File: config.mk
export PLATFORM = sky130hd
export DESIGN_NAME = uart_tx_scheduler
export DESIGN_NICKNAME = d
export VERILOG_FILES = /design/src/rtl/uart_pkg.sv /design/src/rtl/uart_rr_arbiter.sv /design/src/rtl/uart_tx_scheduler.sv
export SDC_FILE = /design/constraint.sdc
export NUM_CORES = 1
export LEC_CHECK = 0
export CAP_MARGIN = 20
export CORE_MARGIN = 2
export CORE_UTILIZATION = 43
export DETAILED_ROUTE_END_ITERATION = 8
export PLACE_DENSITY_LB_ADDON = 0.08
export REMOVE_ABC_BUFFERS = 1
export SYNTH_ARGS = -nofsm -noshare
export SYNTH_HDL_FRONTEND = slang
export SYNTH_SLANG_ARGS = --single-unit
File: constraint.sdc
create_clock -name clock -period 2.65 [get_ports clock]
set_input_delay 0.53 -clock clock [delete_from_list [all_inputs] [get_ports clock]]
set_output_delay 0.53 -clock clock [all_outputs]
set_load 0.005 [all_outputs]
File: src/rtl/uart_pkg.sv
// uart_pkg: baud_gen rate codes and transmit scheduler state encoding
package uart_pkg;
  localparam logic [1:0] BAUD_2400  = 2'b00;
  localparam logic [1:0] BAUD_4800  = 2'b01;
  localparam logic [1:0] BAUD_9600  = 2'b10;
  localparam logic [1:0] BAUD_19200 = 2'b11;
  localparam logic [2:0] ST_IDLE  = 3'd0;
  localparam logic [2:0] ST_LOAD  = 3'd1;
  localparam logic [2:0] ST_SYNC  = 3'd2;
  localparam logic [2:0] ST_START = 3'd3;
  localparam logic [2:0] ST_DATA  = 3'd4;
  localparam logic [2:0] ST_STOP  = 3'd5;
endpackage

File: src/rtl/uart_rr_arbiter.sv
// uart_rr_arbiter: combinational round-robin pick of the first request at or after ptr
module uart_rr_arbiter #(
  parameter int NUM_REQ = 2
) (
  input  logic [NUM_REQ-1:0] req,
  input  logic [1:0]         ptr,
  output logic [NUM_REQ-1:0] grant,
  output logic [1:0]         win,
  output logic               any
);
  logic [NUM_REQ-1:0] rot;
  logic [1:0]         off;
  logic [2:0]         sum;
  always_comb begin
    rot = NUM_REQ'({req, req} >> ptr);
    off = '0;
    for (int k = NUM_REQ - 1; k >= 0; k--) if (rot[k]) off = 2'(k);
    sum = {1'b0, ptr} + {1'b0, off};
    win = sum >= 3'(NUM_REQ) ? 2'(sum - 3'(NUM_REQ)) : sum[1:0];
    any = |req;
    grant = any ? NUM_REQ'(1) << win : '0;
  end
endmodule

File: src/rtl/uart_tx_scheduler.sv
// uart_tx_scheduler: round-robin sharing of one baud_gen and UART TX line among clients
module uart_tx_scheduler
  import uart_pkg::*;
#(
  parameter int NUM_REQ = 2,
  parameter int DATA_W  = 8
) (
  input  logic                      clock,
  input  logic                      rst,
  input  logic [NUM_REQ-1:0]        req,
  input  logic [NUM_REQ*DATA_W-1:0] req_data,
  input  logic [NUM_REQ*2-1:0]      req_baud,
  output logic [NUM_REQ-1:0]        ack,
  output logic                      done,
  output logic                      busy,
  output logic [1:0]                owner,
  output logic [1:0]                baud_rate,
  output logic                      baud_rst,
  input  logic                      baud_in,
  output logic                      tx
);
  localparam int CW = $clog2(DATA_W);
  logic [2:0]         state;
  logic [1:0]         ptr, win, ptr_nxt, sel_baud;
  logic [NUM_REQ-1:0] grant;
  logic               any, baud_q, tick;
  logic [DATA_W-1:0]  shreg, sel_data;
  logic [CW-1:0]      cnt;
  uart_rr_arbiter #(.NUM_REQ(NUM_REQ)) u_arb (
    .req   (req),
    .ptr   (ptr),
    .grant (grant),
    .win   (win),
    .any   (any)
  );
  assign tick    = baud_in & ~baud_q;
  assign ptr_nxt = (win == 2'(NUM_REQ - 1)) ? 2'b00 : win + 2'b01;
  always_comb begin
    sel_data = '0;
    sel_baud = '0;
    for (int i = 0; i < NUM_REQ; i++) begin
      if (win == 2'(i)) begin
        sel_data = req_data[i*DATA_W +: DATA_W];
        sel_baud = req_baud[i*2 +: 2];
      end
    end
  end
  // baud_rst stays high through LOAD so the generator restarts with the new divisor
  always_ff @(posedge clock) begin
    if (rst) begin
      state     <= ST_IDLE;
      ptr       <= '0;
      ack       <= '0;
      done      <= 1'b0;
      busy      <= 1'b0;
      owner     <= '0;
      baud_rate <= BAUD_2400;
      baud_rst  <= 1'b1;
      baud_q    <= 1'b0;
      tx        <= 1'b1;
      shreg     <= '0;
      cnt       <= '0;
    end else begin
      ack    <= '0;
      done   <= 1'b0;
      baud_q <= baud_rst ? 1'b0 : baud_in;
      case (state)
        ST_IDLE: if (any) begin
          ack       <= grant;
          busy      <= 1'b1;
          owner     <= win;
          shreg     <= sel_data;
          baud_rate <= sel_baud;
          ptr       <= ptr_nxt;
          state     <= ST_LOAD;
        end
        ST_LOAD: begin
          baud_rst <= 1'b0;
          state    <= ST_SYNC;
        end
        ST_SYNC: if (tick) begin
          tx    <= 1'b0;
          state <= ST_START;
        end
        ST_START: if (tick) begin
          tx    <= shreg[0];
          shreg <= shreg >> 1;
          cnt   <= '0;
          state <= ST_DATA;
        end
        ST_DATA: if (tick) begin
          if (cnt == CW'(DATA_W - 1)) begin
            tx    <= 1'b1;
            state <= ST_STOP;
          end else begin
            cnt   <= cnt + 1'b1;
            tx    <= shreg[0];
            shreg <= shreg >> 1;
          end
        end
        ST_STOP: if (tick) begin
          done     <= 1'b1;
          busy     <= 1'b0;
          baud_rst <= 1'b1;
          state    <= ST_IDLE;
        end
        default: state <= ST_IDLE;
      endcase
    end
  end
endmodule

## Word-level counts from Yosys, hierarchy flattened

Index checks and enable logic that the tools add are counted.

- Memories: 0
- Input bits: 25
- Register bits after elaboration: 27
- Output and inout bits: 10
- Bits in writable memories: 0
- Bits in latches: 0
- Bits in read-only memories: 0

- Divide/modulo/power cells: 0
- $lt $le $gt $ge: 1
- Equality and inequality tests: 14
- Multiplexer cells: 33
- $mul: 0
- Shift-type cells: 2
- Reduce and logical (&&, ||, !) cells: 18
- Bitwise gates (word level): 5
- Add/subtract/negate cells: 4

Operators by type and width:

| cell | number |
|---|---|
| $mux W8 | 6 |
| $mux W3 | 8 |
| $pmux W8 S3 | 1 |
| $pmux W3 S6 | 1 |
| $ne A2 B2 Y1 const B | 7 |
| $eq A3 B3 Y1 const B | 3 |
| $mux W1 | 9 |
| $mux W2 | 4 |
| $reduce_and A4 Y1 | 2 |
| $eq A3 B2 Y1 const B | 2 |
| $pmux W3 S2 | 1 |
| $reduce_and A6 Y1 | 1 |
| $reduce_bool A2 Y1 | 3 |
| $reduce_bool A3 Y1 | 2 |
| $reduce_or A2 Y1 | 3 |
| $reduce_and A5 Y1 | 1 |
| $not A1 Y1 | 4 |
| $pmux W1 S2 | 2 |
| $reduce_and A2 Y1 | 2 |
| $shr A4 B2 Y2 | 1 |
| $add A2 B1 Y3 | 1 |
| $add A3 B1 Y3 const B | 1 |
| $eq A3 B1 Y1 const B | 1 |
| $ge A3 B2 Y1 const B | 1 |
| other kinds (10) | 10 |

## Depth between registers and ports, before layout

Gate-level depths: netlist of run 1.

- Depth in word-level cells: 11
- Depth in mapped cells: 11
- Gate-level depth less buffers: 10

## By module

Synthesis of run 1 repeated with hierarchy kept, for this count alone.

- Cells, all modules: 178
- Area total of the unflattened synthesis: 1566.5 µm²

Modules (own cells, without submodules):

| module | instances | sequential area each (µm²) | area each (µm²) | cells each |
|---|---|---|---|---|
| uart_tx_scheduler | 1 | 540.5 | 1450.1 | 163 |
| uart_rr_arbiter | 1 | 0.0 | 116.4 | 15 |

## Least setup slack after synthesis of run 1

OpenSTA, ideal clock, no wires.

- Path type: input-to-reg
- Start point: input port req[0]
- End point: register shreg[0]
- Arrival time: 2099 ps
- Stages: 10
- Required time: 2529 ps
- Setup slack: 430 ps
- Cells stage by stage: nand2_1 -> o31ai_1 -> ha_1 -> inv_1 -> ha_1 -> or2_2 -> and4_1 -> clkbuf_1 -> a22oi_1 -> o2bb2ai_1

- Longest elaborated chain between the ends: 11
- Elaborated cells on any way between the ends: 16
- Those cells by class: 2 x add/sub; 1 x order compare; 2 x eq/ne; 1 x shift; 7 x mux; 3 x reduce/logical

RTL lines:

| what | line | text |
|---|---|---|
| from (decl) | uart_tx_scheduler.sv:10 | `input logic [NUM_REQ-1:0] req,` |
| $shr A4 B2 Y2 | uart_rr_arbiter.sv:15 | `rot = NUM_REQ'({req, req} >> ptr);` |
| $mux W1 (2 in series) | uart_rr_arbiter.sv:17 | `for (int k = NUM_REQ - 1; k >= 0; k--) if (rot[k]) off = 2'(k);` |
| $add A2 B1 Y3 | uart_rr_arbiter.sv:18 | `sum = {1'b0, ptr} + {1'b0, off};` |
| $ge A3 B2 Y1 / $sub A2 B2 Y2 (equally long branches) | uart_rr_arbiter.sv:19 | `win = sum >= 3'(NUM_REQ) ? 2'(sum - 3'(NUM_REQ)) : sum[1:0];` |
| $mux W2 | uart_rr_arbiter.sv:19 |  |
| $logic_not A2 Y1 | uart_tx_scheduler.sv:42 | `if (win == 2'(i)) begin` |
| $mux W8 (2 in series) | uart_tx_scheduler.sv:42 |  |
| $mux W8 | uart_tx_scheduler.sv:68 | `ST_IDLE: if (any) begin` |
| $pmux W8 S3 | uart_tx_scheduler.sv:67 | `case (state)` |
| to (signal assigned) | uart_tx_scheduler.sv:72 | `shreg <= sel_data;` |
| to (signal assigned) | uart_tx_scheduler.sv:87 | `shreg <= shreg >> 1;` |
| to (signal assigned) | uart_tx_scheduler.sv:98 | `shreg <= shreg >> 1;` |
| to (decl) | uart_tx_scheduler.sv:27 | `logic [DATA_W-1:0] shreg, sel_data;` |

Parallel ways exist; a longest one is shown, timed or not. The select of a mux whose other input is x is not followed.
A chain may end at the register's enable or synchronous reset.

## Final worst setup path of run 1

- Start point: input port req[0]
- End point: register shreg[6]

Same word-level chain as after synthesis.

==> impl_metrics.prom, run 1 <==
# TYPE chip_impl_metric gauge
chip_impl_info{name="run_status",value="finished, final reports clean"} 1
chip_impl_metric{name="critical_path_arrival",unit="ns"} 2.67
chip_impl_metric{name="numPlacedInstances",unit=""} 231
chip_impl_metric{name="cts_resized",unit=""} 0
chip_impl_metric{name="hold_viol",unit=""} 0
chip_impl_metric{name="post_drt_wl_per_cell",unit="um"} 13.07
chip_impl_metric{name="first_global_vias",unit=""} 1199
chip_impl_info{name="min-delay-path-class",value="reg -> reg"} 1
chip_impl_metric{name="synth_area_per_cell",unit="um2"} 8.903
chip_impl_metric{name="vdd.ir_drop.worst",unit="V"} 0.0002679
chip_impl_metric{name="placedInstanceArea",unit="um2"} 1800
chip_impl_info{name="critPathLaunchType",value="input port"} 1
chip_impl_metric{name="finalMaxSlewViolations",unit=""} 0
chip_impl_metric{name="design.die.area",unit="um2"} 3700
chip_impl_metric{name="tritoncts.num_buffers",unit=""} 3
chip_impl_info{name="yosys.area.top_type",value="sky130_fd_sc_hd__dfxtp_1"} 1
chip_impl_metric{name="wl",unit="um"} 3072
chip_impl_metric{name="drt_first_iter_violations",unit=""} 42
chip_impl_metric{name="power_density",unit="nW/um2"} 593.6
chip_impl_info{name="tritoncts",value="yes"} 1
chip_impl_metric{name="p_leak",unit="nW"} 0.6877
chip_impl_metric{name="max_slew_margin",unit=""} 0.6111
chip_impl_metric{name="cp.required",unit="ns"} 2.89
chip_impl_metric{name="max_slew.worst_pin.slew",unit="ns"} 0.5834
chip_impl_metric{name="sw_frac_of_total",unit=""} 0.3207
chip_impl_metric{name="rows",unit=""} 20
chip_impl_metric{name="fin_hold_ws",unit="ns"} 0.4582
chip_impl_metric{name="report.final.setup_viol",unit=""} 0
chip_impl_metric{name="timing.clock.skew",unit="ns"} 0.006128
chip_impl_info{name="crit-reg2reg-capture",value="shreg[6]"} 1
chip_impl_metric{name="remaining_drc_errors",unit=""} 0
chip_impl_metric{name="vias",unit=""} 1275
chip_impl_metric{name="fp.dieH",unit="um"} 60.83
chip_impl_info{name="yosysMostFrequentCell",value="sky130_fd_sc_hd__dfxtp_1"} 1
chip_impl_metric{name="r2r_cells",unit=""} 9
chip_impl_metric{name="syn2layout_area_growth",unit="%"} 31.53
chip_impl_metric{name="num_antenna_cells",unit=""} 0
chip_impl_metric{name="io_pins",unit=""} 35
chip_impl_metric{name="first_pass_iters",unit=""} 4
chip_impl_metric{name="grt_start_max_net_pins",unit=""} 17
chip_impl_metric{name="post_synthesis_sequential_element_count",unit=""} 27
chip_impl_info{name="synth.top_cells.by_count",value="sky130_fd_sc_hd__dfxtp_1 (27), sky130_fd_sc_hd__nor2_1 (13), sky130_fd_sc_hd__nand2_1 (12)"} 1
chip_impl_metric{name="overflow_after_grt",unit=""} 0
chip_impl_info{name="worst_setup_path_class",value="in -> reg"} 1
chip_impl_info{name="cts-root-buf",value="sky130_fd_sc_hd__clkbuf_4"} 1
chip_impl_metric{name="cts-hold-fix-buffers",unit=""} 0
chip_impl_metric{name="final_period_minus_worst_setup_slack",unit="ns"} 2.432
chip_impl_metric{name="cts_post_setup_buffers_inserted",unit=""} 0
chip_impl_metric{name="internal_power",unit="mW"} 0.7366
chip_impl_metric{name="logic_gate_share_of_total_power",unit=""} 0.355
chip_impl_metric{name="min_period_over_period",unit=""} 0.9176
chip_impl_metric{name="synth.lib_cells_used.distinct",unit=""} 39
chip_impl_metric{name="async_set_or_reset_flop_fraction_in_the_synthesized_netlist",unit=""} 0
chip_impl_metric{name="final_nets",unit=""} 222
chip_impl_info{name="critPathCaptureType",value="register"} 1
chip_impl_metric{name="layout.filler_cells",unit=""} 289
chip_impl_info{name="hold_path.startpoint",value="baud_rst"} 1
chip_impl_metric{name="antenna_violations_before_repair",unit=""} 0
chip_impl_metric{name="share_of_layout_cells_above_drive_strength_1",unit=""} 0.1152
chip_impl_metric{name="area_share_of_the_leading_cell_type_in_the_synthesized_netlist",unit=""} 0.3892
chip_impl_metric{name="cts_num_sinks",unit=""} 27
chip_impl_metric{name="cts.reportedPaths.clkPinSlew",unit="ns"} 0.15
chip_impl_metric{name="fmaxAchievable",unit="GHz"} 0.4113
chip_impl_metric{name="power.share.clock",unit=""} 0.172
chip_impl_info{name="rsz0062_at_grt",value="false"} 1
chip_impl_metric{name="drv.max_cap_violation_count",unit=""} 0
chip_impl_info{name="synth-main-ff-cell",value="sky130_fd_sc_hd__dfxtp_1"} 1
chip_impl_metric{name="layoutNonFillerInstCount",unit=""} 235
chip_impl_metric{name="syn-cell-area",unit="um2"} 1389
chip_impl_metric{name="htree_num_levels",unit=""} 1
chip_impl_metric{name="post-route-cell-area",unit="um2"} 1827
chip_impl_metric{name="io_buffers",unit=""} 34
chip_impl_metric{name="route.detailed.vias_per_inst",unit=""} 5.426
chip_impl_metric{name="worst_hold_path.num_cells",unit=""} 1
chip_impl_metric{name="seq_area_frac_synth",unit=""} 0.3892
chip_impl_metric{name="detail-route-antenna-nets",unit=""} 0
chip_impl_metric{name="global_route_wire_length_before_repair",unit="um"} 5175
chip_impl_metric{name="total_switching_power",unit="mW"} 0.3478
chip_impl_metric{name="gp_congestion",unit=""} 0.8212
chip_impl_metric{name="worst_skew_pair.late_latency",unit="ns"} 0.34
chip_impl_metric{name="global_route.usage.total",unit=""} 0.1828
chip_impl_metric{name="p_seq_frac",unit=""} 0.473
chip_impl_info{name="hold_end",value="baud_q"} 1
chip_impl_metric{name="core_ar",unit="um2"} 3053
chip_impl_metric{name="starting_utilization_of_the_core_area",unit=""} 0.4549
chip_impl_metric{name="clock_tree.buffer_depth",unit=""} 2
chip_impl_metric{name="critical_path.max_fanout",unit=""} 8
chip_impl_info{name="synth.area.top_cells",value="sky130_fd_sc_hd__dfxtp_1 (39%), sky130_fd_sc_hd__mux2_2 (6.5%), sky130_fd_sc_hd__ha_1 (4.5%)"} 1
chip_impl_metric{name="synth_edf_count",unit=""} 0
chip_impl_metric{name="ff2ff_setup_slack",unit="ns"} 0.51
chip_impl_info{name="r2r_start",value="ptr[0]"} 1
chip_impl_metric{name="ys.warnings.count",unit=""} 0
chip_impl_metric{name="die-width",unit="um"} 60.83
chip_impl_metric{name="netlist_instances",unit=""} 156
chip_impl_metric{name="dp_hpwl",unit="um"} 2272
routing by layer:
metal	global-route usage	part of all wire	vias to the layer above
met2	0.3011	0.49	31
met4	0.08385	0.018	0
li1	-	-	643
met1	0.2341	0.45	596
met5	0	0	-
met3	0.02985	0.041	5
worst max-delay path, cell delays in order:
cell and delay [ns]:
sky130_fd_sc_hd__clkdlybuf4s50_1 0.51, sky130_fd_sc_hd__nand2_1 0.06, sky130_fd_sc_hd__o31ai_1 0.21, sky130_fd_sc_hd__ha_1 0.21, sky130_fd_sc_hd__inv_1 0.05, sky130_fd_sc_hd__ha_1 0.28
sky130_fd_sc_hd__or2_2 0.29, sky130_fd_sc_hd__and4_1 0.27, sky130_fd_sc_hd__a22oi_1 0.18, sky130_fd_sc_hd__o2bb2ai_1 0.09
worst max path at each step:
stage	startpoint	end	slack, ns
final	req[0]	shreg[6]	0.22
after global routing	req[0]	shreg[5]	0.03
after CTS	req[0]	shreg[0]	0.22
after detailed placement	req[0]	shreg[2]	-0.14
after global placement	req[0]	shreg[5]	-0.1
after floorplan	req[0]	shreg[0]	0.51
power groups by stage:
stage	clock (mW)	combinational [mW]	sequential, mW
3_3_place_gp	0	0.375	0.521
6_report	0.186	0.385	0.513
4_1_cts	0.188	0.388	0.514
3_5_place_dp	0	0.386	0.522
5_1_grt	0.209	0.430	0.524
2_1_floorplan	0	0.233	0.514
placed cells by master, fill, tap and decap left out, types with 4 or more instances in the layout:
master	instances
sky130_fd_sc_hd__buf_4	8
sky130_fd_sc_hd__mux2i_1	6
sky130_fd_sc_hd__nand2_1	12
sky130_fd_sc_hd__a22oi_1	7
sky130_fd_sc_hd__dfxtp_1	27
sky130_fd_sc_hd__mux2_2	8
sky130_fd_sc_hd__ha_1	5
sky130_fd_sc_hd__nor2_1	13
sky130_fd_sc_hd__nor3b_1	5
sky130_fd_sc_hd__nor3_1	4
sky130_fd_sc_hd__a21oi_1	10
sky130_fd_sc_hd__o2bb2ai_1	7
sky130_fd_sc_hd__clkdlybuf4s50_1	34
sky130_fd_sc_hd__o21ai_0	4
state kept, by name, summed over array words and instances (netlist names):
signal     cells
shreg          8
cnt            3
state          3
ack            2
baud_rate      2
owner          2
ptr            2
baud_q         1
baud_rst       1
busy           1
done           1
tx             1
metrics by stage:
stage	setup WS [ns]	utilization	power, mW	setup TNS, ns
2_1_floorplan	0.5137	-	0.7470	0
3_3_place_gp	-0.09598	0.5898	0.8961	-0.6795
3_5_place_dp	-0.1412	0.5898	0.9086	-1.085
4_1_cts	0.2155	0.5984	1.090	0
5_1_grt	0.03469	0.5984	1.163	0
6_report	0.2184	0.5984	1.084	0
cells by family (layout without fill, tap and decap cells):
| family | after synthesis | in the layout | share of synthesized area |
|---|---|---|---|
| DFF | 27 | 27 | 0.3892 |
| buffers and inverters | 14 | 49 | 0.03964 |
| and+or+nand+nor | 54 | 54 | 0.2090 |
| AOI/OAI and AO/OA | 42 | 42 | 0.2090 |
| adders and majority gates | 5 | 5 | 0.04505 |
| muxes | 14 | 14 | 0.1081 |
layout make-up:
class	instances	area [um2]	share of cell area
Sequential cell	27	540.5	0.2959
Multi-Input combinational cell	115	793.3	0.4342
Timing Repair Buffer	42	400.4	0.2192
Inverter	3	11.26	0.006164
Tap cell	44	55.05	0.03014
Clock buffer	4	26.28	0.01438
No activity file was read; power rests on OpenSTA's default activity.
==> inputs of run 2 (changes only) <==
- CORE_UTILIZATION: 43 -> 35
- REMOVE_ABC_BUFFERS: 1 -> unset
- SKIP_CTS_REPAIR_TIMING: unset -> 1
==> impl_metrics.prom, run 2 (same netlist as run 1, synthesis figures left out) <==
# TYPE chip_impl_metric gauge
chip_impl_metric{name="final_nets",unit=""} 221
chip_impl_metric{name="critPathMaxStageDelay",unit="ns"} 0.50
chip_impl_metric{name="dp_hpwl",unit="um"} 2318
chip_impl_metric{name="remaining_drc_errors",unit=""} 0
chip_impl_metric{name="worst_skew_pair.late_latency",unit="ns"} 0.27
chip_impl_info{name="biggestRegsByFlops",value="shreg (8), cnt (3), state (3)"} 1
chip_impl_metric{name="critical_path.max_fanout",unit=""} 8
chip_impl_metric{name="gp_congestion",unit=""} 0.8091
chip_impl_metric{name="core_ar",unit="um2"} 3744
chip_impl_info{name="final_common_cell",value="sky130_fd_sc_hd__clkdlybuf4s50_1"} 1
chip_impl_metric{name="vdd.ir_drop.worst",unit="V"} 0.0004160
chip_impl_metric{name="clock_tree.buffer_depth",unit=""} 2
chip_impl_info{name="path_cells",value="clkdlybuf4s50_1 -> nand2_1 -> o31ai_2 -> ha_2 -> inv_1 -> ha_1 -> or2_2 -> and4_2 -> a22oi_1 -> o2bb2ai_1"} 1
chip_impl_metric{name="internal_power",unit="mW"} 0.7869
chip_impl_metric{name="total_switching_power",unit="mW"} 0.3456
chip_impl_metric{name="fmaxAchievable",unit="GHz"} 0.3978
chip_impl_metric{name="fp.dieH",unit="um"} 66.99
chip_impl_metric{name="met1Wirelength",unit="um"} 1501
chip_impl_info{name="critPathLaunchType",value="input port"} 1
chip_impl_metric{name="post_drt_wl_per_cell",unit="um"} 13.25
chip_impl_metric{name="global_route.usage.total",unit=""} 0.1534
chip_impl_metric{name="min_period_over_period",unit=""} 0.9487
chip_impl_metric{name="io_pins",unit=""} 35
chip_impl_metric{name="setup_slack_at_placement",unit="ns"} -0.1213
chip_impl_metric{name="design.die.area",unit="um2"} 4488
chip_impl_metric{name="levels_on_crit_path",unit=""} 10
chip_impl_metric{name="overflow_after_grt",unit=""} 0
chip_impl_metric{name="timing.clock.skew",unit="ns"} 0.001154
chip_impl_metric{name="route.detailed.vias_per_inst",unit=""} 5.197
chip_impl_metric{name="ff2ff_setup_slack",unit="ns"} 0.51
chip_impl_metric{name="cts_num_sinks",unit=""} 27
chip_impl_info{name="worst_setup_path_class",value="in -> reg"} 1
chip_impl_metric{name="p_seq_frac",unit=""} 0.454
chip_impl_metric{name="power_density",unit="nW/um2"} 611.6
chip_impl_info{name="crit-reg2reg-capture",value="shreg[1]"} 1
chip_impl_metric{name="cts.reportedPaths.clkPinSlew",unit="ns"} 0.09
chip_impl_info{name="min-delay-path-class",value="reg -> reg"} 1
chip_impl_info{name="tritoncts",value="yes"} 1
chip_impl_info{name="crit_path_end",value="shreg[1]"} 1
chip_impl_metric{name="sw_frac_of_total",unit=""} 0.3052
chip_impl_metric{name="share_of_layout_cells_above_drive_strength_1",unit=""} 0.1263
chip_impl_metric{name="first_global_vias",unit=""} 1239
chip_impl_metric{name="hold_viol",unit=""} 0
chip_impl_metric{name="power.share.clock",unit=""} 0.203
chip_impl_metric{name="antenna_violations_before_repair",unit=""} 0
chip_impl_metric{name="detail-route-antenna-nets",unit=""} 0
chip_impl_metric{name="tritoncts.num_buffers",unit=""} 3
chip_impl_metric{name="critical_path_arrival",unit="ns"} 2.67
chip_impl_metric{name="num_antenna_cells",unit=""} 0
chip_impl_metric{name="logic_gate_share_of_total_power",unit=""} 0.342
chip_impl_info{name="dr.max_layer_used",value="met4"} 1
chip_impl_metric{name="htree_num_levels",unit=""} 1
chip_impl_metric{name="vias",unit=""} 1237
chip_impl_metric{name="met3_wirelength",unit="um"} 107
chip_impl_metric{name="critical_path_buf_inv_count",unit=""} 2
chip_impl_metric{name="post-route-util",unit=""} 0.4947
chip_impl_metric{name="cp.required",unit="ns"} 2.81
chip_impl_metric{name="global_route_wire_length_before_repair",unit="um"} 5278
chip_impl_metric{name="syn-num-nets",unit=""} 186
chip_impl_info{name="max_flop_register",value="shreg"} 1
chip_impl_info{name="run_status",value="finished, final reports clean"} 1
chip_impl_info{name="r2r_start",value="ptr[0]"} 1
chip_impl_metric{name="finalMaxSlewViolations",unit=""} 0
chip_impl_info{name="critical_path.startpoint",value="req[0]"} 1
chip_impl_metric{name="report.final.setup_viol",unit=""} 0
chip_impl_metric{name="starting_utilization_of_the_core_area",unit=""} 0.3710
chip_impl_metric{name="largest_reg_flops",unit=""} 8
chip_impl_metric{name="die-width",unit="um"} 66.99
chip_impl_metric{name="max_slew_margin",unit=""} 0.6288
chip_impl_metric{name="drt_first_iter_violations",unit=""} 24
chip_impl_metric{name="wl",unit="um"} 3153
chip_impl_info{name="critPathCaptureType",value="register"} 1
chip_impl_metric{name="final_period_minus_worst_setup_slack",unit="ns"} 2.514
chip_impl_info{name="layout_common_cells",value="sky130_fd_sc_hd__clkdlybuf4s50_1 (34), sky130_fd_sc_hd__dfxtp_1 (27), sky130_fd_sc_hd__nor2_1 (13)"} 1
chip_impl_info{name="worst_path_cell_with_the_longest_stage_delay",value="sky130_fd_sc_hd__clkdlybuf4s50_1"} 1
chip_impl_metric{name="max_slew.worst_pin.slew",unit="ns"} 0.5568
chip_impl_metric{name="rows",unit=""} 22
chip_impl_metric{name="r2r_cells",unit=""} 9
chip_impl_info{name="cts-root-buf",value="sky130_fd_sc_hd__clkbuf_8"} 1
chip_impl_metric{name="syn2layout_area_growth",unit="%"} 33.33
chip_impl_info{name="critical-path-top-delay-family",value="simple AND/OR/NAND/NOR gates"} 1
chip_impl_metric{name="p_leak",unit="nW"} 0.6910
chip_impl_metric{name="io_buffers",unit=""} 34
chip_impl_metric{name="final.setup.worst_slack",unit="ns"} 0.1360
chip_impl_metric{name="grt_start_max_net_pins",unit=""} 17
chip_impl_metric{name="drv.max_cap_violation_count",unit=""} 0
chip_impl_metric{name="first_pass_iters",unit=""} 4
chip_impl_metric{name="met2_length",unit="um"} 1523
==> run 2: final cells by class <==
type                            instances  area [um2]
Fill cell                             376        1892
Multi-Input combinational cell        115       802.0
Sequential cell                        27       540.5
Timing Repair Buffer                   41       392.9
Tap cell                               48       60.06
Clock buffer                            4       45.04
Inverter                                3       11.26
==> run 2: worst min-delay path by stage <==
| stage | from | to | depth (start not counted) |
|---|---|---|---|
| after floorplan | shreg[1] | shreg[1] | 1 |
| after global placement | baud_rst | baud_q | 1 |
| after detailed placement | baud_rst | baud_q | 1 |
| after CTS | baud_rate[1] | baud_rate[1] | 2 |
| after global routing | baud_rst | baud_q | 1 |
| final | baud_rate[1] | baud_rate[1] | 2 |
==> run 2: worst reg2reg max path, delay by kind of cell (launching register included) <==
kind / cells / cell delay [ns]
fa+ha+maj: 2 / 0.51
flops: 1 / 0.39
buf+inv: 1 / 0.05
compound gates: 3 / 0.46
simple gates: 3 / 0.64
==> run 2: through the flow <==
| step | area (um2) | setup TNS, ns | hold slack (ns) | total power, mW | cells |
|---|---|---|---|---|---|
| 6_report | 1852 | 0 | 0.4590 | 1.132 | 238 |
| 5_1_grt | 1852 | -0.02121 | 0.4802 | 1.217 | 238 |
| 4_1_cts | 1843 | 0 | 0.4629 | 1.150 | 238 |
| 3_5_place_dp | 1798 | -0.9851 | 0.4454 | 0.9079 | 234 |
| 3_3_place_gp | 1798 | -0.8074 | 0.4362 | 0.8993 | 234 |
| 2_1_floorplan | 1389 | 0 | 0.4327 | 0.7620 | 156 |
==> run 2: power groups by stage <==
stage          Clock, mW  Sequential [mW]  Combinational [mW]
2_1_floorplan          0            0.504               0.258
3_3_place_gp           0            0.522               0.378
3_5_place_dp           0            0.522               0.385
4_1_cts            0.248            0.514               0.388
5_1_grt            0.258            0.524               0.435
6_report           0.230            0.515               0.388
==> run 2: layer usage <==
metal  GRT usage  up-vias
met2      0.2550       19
met1      0.1951      575
met4     0.04082        0
li1            -      641
met5           0        -
met3     0.04054        2
